File: src/rtl/fetcher_pkg.sv
// Shared stage and state codes for the instruction fetcher and the core
// sequencer that drives it.
package fetcher_pkg;

    localparam logic [2:0] CORE_IDLE    = 3'b000;
    localparam logic [2:0] CORE_FETCH   = 3'b001;
    localparam logic [2:0] CORE_DECODE  = 3'b010;
    localparam logic [2:0] CORE_REQUEST = 3'b011;
    localparam logic [2:0] CORE_WAIT    = 3'b100;
    localparam logic [2:0] CORE_EXECUTE = 3'b101;
    localparam logic [2:0] CORE_UPDATE  = 3'b110;
    localparam logic [2:0] CORE_DONE    = 3'b111;

    typedef enum logic [2:0] {
        FETCHER_IDLE     = 3'b000,
        FETCHER_FETCHING = 3'b001,
        FETCHER_FETCHED  = 3'b010
    } fetcher_state_t;

    localparam int TIMER_BITS = 8;
    localparam int COUNT_BITS = 16;

endpackage

File: src/rtl/fetcher.sv
// Instruction fetcher: issues one program-memory read per CORE_FETCH stage,
// holds the returned word for decode, and gives up after a bounded wait.
module fetcher
    import fetcher_pkg::*;
#(
    parameter int PROGRAM_MEM_ADDR_BITS = 8,
    parameter int PROGRAM_MEM_DATA_BITS = 16,
    parameter int TIMEOUT_CYCLES        = 255
) (
    input  logic                             clk,
    input  logic                             reset,
    input  logic [2:0]                       core_state,
    input  logic [PROGRAM_MEM_ADDR_BITS-1:0] current_pc,
    output logic                             mem_read_valid,
    output logic [PROGRAM_MEM_ADDR_BITS-1:0] mem_read_address,
    input  logic                             mem_read_ready,
    input  logic [PROGRAM_MEM_DATA_BITS-1:0] mem_read_data,
    output logic [2:0]                       fetcher_state,
    output logic [PROGRAM_MEM_DATA_BITS-1:0] instruction,
    output logic                             fetch_timeout,
    output logic [COUNT_BITS-1:0]            fetch_count
);

    // Handshake: mem_read_valid rises with the address latched and stays high
    // with that address stable until the first cycle mem_read_ready is high
    // (data sampled in that same cycle) or the wait budget runs out.

    localparam logic [TIMER_BITS-1:0] TIMEOUT_LAST = TIMER_BITS'(TIMEOUT_CYCLES - 1);

    fetcher_state_t        state;
    fetcher_state_t        state_next;
    logic [TIMER_BITS-1:0] wait_timer;
    logic                  timer_expired;

    assign timer_expired = (wait_timer == TIMEOUT_LAST);

    always_ff @(posedge clk) begin
        if (reset) begin
            state <= FETCHER_IDLE;
        end else begin
            state <= state_next;
        end
    end

    always_comb begin
        state_next = state;
        unique case (state)
            FETCHER_IDLE: begin
                if (core_state == CORE_FETCH) begin
                    state_next = FETCHER_FETCHING;
                end
            end
            FETCHER_FETCHING: begin
                if (mem_read_ready || timer_expired) begin
                    state_next = FETCHER_FETCHED;
                end
            end
            FETCHER_FETCHED: begin
                if (core_state == CORE_DECODE) begin
                    state_next = FETCHER_IDLE;
                end
            end
            default: state_next = FETCHER_IDLE;
        endcase
    end

    always_comb begin
        mem_read_valid = (state == FETCHER_FETCHING);
        fetcher_state  = state;
    end

    // Ready takes priority over expiry so a word arriving on the last allowed
    // cycle is still delivered.
    always_ff @(posedge clk) begin
        if (reset) begin
            mem_read_address <= '0;
            instruction      <= '0;
            fetch_timeout    <= 1'b0;
            fetch_count      <= '0;
            wait_timer       <= '0;
        end else begin
            unique case (state)
                FETCHER_IDLE: begin
                    if (core_state == CORE_FETCH) begin
                        mem_read_address <= current_pc;
                        wait_timer       <= '0;
                    end
                end
                FETCHER_FETCHING: begin
                    if (mem_read_ready) begin
                        instruction <= mem_read_data;
                        if (fetch_count != {COUNT_BITS{1'b1}}) begin
                            fetch_count <= fetch_count + 1'b1;
                        end
                    end else if (timer_expired) begin
                        fetch_timeout <= 1'b1;
                        instruction   <= '0;
                    end else begin
                        wait_timer <= wait_timer + 1'b1;
                    end
                end
                default: begin
                end
            endcase
        end
    end

endmodule

File: config.mk
export PLATFORM = sky130hd
export DESIGN_NAME = fetcher
export DESIGN_NICKNAME = d
export VERILOG_FILES = /design/src/rtl/fetcher_pkg.sv /design/src/rtl/fetcher.sv
export SDC_FILE = /design/constraint.sdc
export NUM_CORES = 1
export LEC_CHECK = 0
export ABC_CLOCK_PERIOD_IN_PS = 2500
export CORE_ASPECT_RATIO = 0.5
export CORE_MARGIN = 5
export CORE_UTILIZATION = 40
export CTS_BUF_LIST = sky130_fd_sc_hd__clkbuf_4 sky130_fd_sc_hd__clkbuf_8 sky130_fd_sc_hd__clkbuf_16
export DETAILED_ROUTE_END_ITERATION = 8
export HOLD_SLACK_MARGIN = 0.08
export PLACE_DENSITY = 0.71
export SETUP_SLACK_MARGIN = 0.2
export SLEW_MARGIN = 20
export SYNTH_ARGS = -nofsm -noshare
export SYNTH_HDL_FRONTEND = slang
export SYNTH_SLANG_ARGS = --single-unit
File: constraint.sdc
create_clock -name clk -period 2.5 [get_ports clk]
set_clock_uncertainty 0.05 [all_clocks]
set_input_delay 0.25 -clock clk [delete_from_list [all_inputs] [get_ports clk]]
set_output_delay 0.25 -clock clk [all_outputs]
set_load 0.01 [all_outputs]
==> results.txt <==
The run finished with clean final reports. Counting tap cells, the placed design contains a total of 420 instances. Yosys instantiated no cell more often than dfxtp_1. The H-tree depth is 2.

In this run the clock root is driven by a clkbuf_16. The I/O pin count is 75. The buffer levels on the longest clock path came out at 2.

The number of buffers and inverters on the critical path is 2. The layout cell share with drive strength beyond 1 is under 10%. The global-route congestion overflow total came out at 0. In this run, the number of DRC markers left after iteration 0 of detailed routing was 122. The number of enable flip-flop cells after synthesis came out at 0.

The number of buffers created by CTS is 5. The switching part of the total power came out at roughly a fifth. After detailed routing, the number of remaining DRC violations is 0. The number of buffers inserted by post-CTS setup repair came out at 0. The synthesized area divided by synthesized cell count is between 8 and 9 um2. The number of sinks on the clock net is 51. The share of the Yosys chip area taken by registers is 43.7%. The beginning of the critical path is fetcher_state[0]$_SDFFE_PP0P_.

The minimum clock period after layout is between 2 and 2.5 ns. The synthesized netlist devotes less than 1% of its cell area to XOR and XNOR gates. After synthesis, the most frequently instantiated cells are dfxtp_1 (51), nand2_1 (49), a21oi_1 (39). The slowest stage of the critical path belongs to the cell clkdlybuf4s50_1. Summing the areas of all compound-gate instances in the mapped netlist gives 21.9% of the synthesized area. Measured against its own limit, the worst slew margin works out to around 67%.

The combined area of all synthesized cells is 2340 um2. The final sum of negative setup slack is 0 ns. The remaining antenna violation count after routing came out at 0. The max-slew violation count came out at 0.

The largest net degree at the start of global routing is 31. The maximum fanout count along the critical path came out at 8. The combinational family with the most area after synthesis is simple AND/OR/NAND/NOR gates.

The worst hold path belongs to the class input port to register. The power density over cell area came out at about 530 nW/um2. In this run the static leakage power is approximately 1.1 nW. The startpoint identified for the worst hold timing path is reset. The wire-length estimate of the detail-placed layout is ~4600 um. The clock transition at the registers of the reported paths is around 0.07 ns.

The arrival time of data at the critical path endpoint came out at 1.88 ns. Counting every instance in the synthesized netlist gives ~280. The slew at the pin with the worst max-slew slack came out at between 0.5 and 0.6 ns.

The count of yosys warnings during synthesis is 0. Across the VDD grid, the largest voltage drop is ~0.34 mV. The detailed-router iteration count before antenna repair came out at 4. The sequential power share is approximately 47%. The fraction of synthesized cell area taken by the top area cell type is a little over two fifths. Walking the worst path, the cells encountered are or2b_1, inv_1, clkdlybuf4s50_1. Across all layers, the routed design uses 2,304 vias. The starting utilization of the core area is 42.0%. The proportion of power drawn by the clock network is 44.8%. The fmax came out at around 460 MHz. The die height came out at ~64 um. STA classifies the critical path endpoint as a primary output. Of the total power, combinational logic draws roughly 8%. The post-cts gate resize count came out at 0.

The via count of the first global-routing pass is about 2,200. TritonCTS built the clock tree. The final number of hold-violating endpoints was 0. The startpoint identified for the worst register-to-register timing path is fetch_count[0]$_SDFFE_PP0P_. The worst path required time came out at between 2 and 2.5 ns.

The synthesized design spends more area on one cell type than any other, namely dfxtp_1. Among all flip-flop cells after synthesis, the most frequent one is dfxtp_1. The global placement routability congestion came out at approximately 0.79. Buffers placed on the I/O ports in this run total 73. In the routed layout, each cell is associated on average with a via count of around 5.4.

The placeable core region is 5560 um2. The number of buffers inserted by hold repair at cts came out at 0. By area the synthesized netlist is led by dfxtp_1 (44%), a21oi_1 (8.4%), nand2_1 (7.9%). The worst-skew pair later-pin latency came out at between 0.2 and 0.3 ns.

Among cell families on the critical path, the largest total delay comes from buffers and inverters. Cells fill roughly 59% of the core in the end. The multiplexer fraction of the synthesized cell area is around 2.8%.

The number of maximum-capacitance constraint violations came out at 0. The floorplan step defined a die boundary enclosing around 7600 um2. The post-synthesis share of cell area spent on full adders, half adders and majority gates came out at 1.61%. The share of synthesized cell area in and, or, nand and nor gates is roughly a quarter.

The number of distinct library cells after synthesis is between 50 and 60. The worst setup path is launched from a register. Setup repair after global routing left no endpoint under its margin. The synthesized net count came out at about 320.

The placement row count came out at 19. The aggregate global-route resource usage came out at between 15 and 20%. The non-filler instance count after layout came out at between 400 and 500. The initial antenna violation count is 0. In the final routed layout, each cell accounts on average for 14.6 um. The first-pass GRT wire length is 10,500 um. The switching component of the power is 359 uW. The internal cell power came out at 1.39 mW. The critical path's largest stage delay came out at approximately 0.56 ns. The horizontal die dimension came out at 118 um. The number of nets in the layout is approximately 390. The number of synthesized register bits is about 50. The async set-reset flop share out of synthesis came out at 0%. The share of the clock period used by the worst path came out at just under 90%. The antenna diode instance count is 0.

The number of setup violations in the final report is 0. The worst setup path is of the register to primary output kind. The final wirelength came out at 6260 um. The layout overhead on the synthesized area is 41.6%.
[registers in the layout, indices dropped and copies added, names as in the netlist]
| register | count |
|---|---|
| wait_timer | 8 |
| fetch_count | 16 |
| instruction | 16 |
| fetch_timeout | 1 |
| mem_read_address | 8 |
| fetcher_state | 2 |
[through the flow]
step | worst slack, ns | power (mW) | area, um2 | hold slack, ns
3_3_place_gp | 0.357 | 0.983 | 3130 | 0.391
6_report | 0.325 | 1.75 | 3310 | 0.332
3_5_place_dp | 0.312 | 0.986 | 3130 | 0.400
5_1_grt | 0.236 | 1.82 | 3310 | 0.378
4_1_cts | 0.325 | 1.78 | 3310 | 0.327
2_1_floorplan | 0.617 | 0.903 | 2340 | 0.336
[final timing paths]
path                                      end  slack, ns  cells past startpoint
max reg2reg      fetch_count[14]$_SDFFE_PP0P_       0.50                      5
max                            mem_read_valid       0.32                      3
min reg2reg  mem_read_address[5]$_SDFFE_PP0P_       0.41                      2
min               fetch_count[8]$_SDFFE_PP0P_       0.33                      2
[layer usage]
layer | part of all wire, % | GRT usage, % | wire (um) | vias to the layer above
li1 | - | - | - | 1168
met1 | 45 | 20.1 | 2840 | 1076
met2 | 50 | 29.3 | 3100 | 58
met3 | 4.7 | 3.96 | 297 | 2
met4 | 0.30 | 3.00 | 19 | 0
met5 | 0 | 0 | 0 | -
[layout make-up]
cell class / count / area, um2
Clock inverter: 2 / 35.0
Clock buffer: 6 / 139
Tap cell: 73 / 91.3
Sequential cell: 51 / 1020
Multi-Input combinational cell: 214 / 1240
Timing Repair Buffer: 78 / 763
Inverter: 4 / 15.0
Fill cell: 498 / 2260
[placed cells by master, fill, tap and decap left out, types with 2 or more instances in the layout]
| cell | instances |
|---|---|
| clkdlybuf4s50_1 | 72 |
| dfxtp_1 | 51 |
| nand2_1 | 49 |
| a21oi_1 | 39 |
| o21ai_0 | 26 |
| nor2_1 | 16 |
| nand3_1 | 10 |
| nor3_1 | 6 |
| clkbuf_16 | 5 |
| buf_4 | 5 |
| inv_1 | 4 |
| nand4_1 | 4 |
| nor2b_1 | 4 |
| mux2_2 | 4 |
| and3_1 | 3 |
| and4_1 | 3 |
| a31oi_1 | 3 |
| or3_1 | 3 |
| nor4_1 | 3 |
| a41oi_1 | 3 |
| ha_1 | 3 |
| nand2b_1 | 2 |
| or4_1 | 2 |
| mux2i_1 | 2 |
| or2_2 | 2 |
| a311oi_1 | 2 |
[cell families after synthesis]
| kind of cell | after synthesis |
|---|---|
| buf+inv | 19 |
| xor+xnor | 1 |
| mux | 6 |
| compound gates | 86 |
| flops | 51 |
| other cells | 1 |
| simple gates | 117 |
| fa+ha+maj | 3 |
[power by group through the flow]
stage	combinational, mW	clock, mW	sequential [mW]
5_1_grt	0.147	0.839	0.832
2_1_floorplan	0.0501	0	0.853
3_5_place_dp	0.136	0	0.849
3_3_place_gp	0.134	0	0.849
4_1_cts	0.138	0.809	0.831
6_report	0.136	0.786	0.831
[worst reg2reg max path, stage by stage (launching register included)]
cell	delay, ns
dfxtp_1	0.47
ha_1	0.33
nand4b_4	0.15
a2111o_1	0.44
or3_1	0.36
a21oi_1	0.13
(Power assumes the default switching activity.)
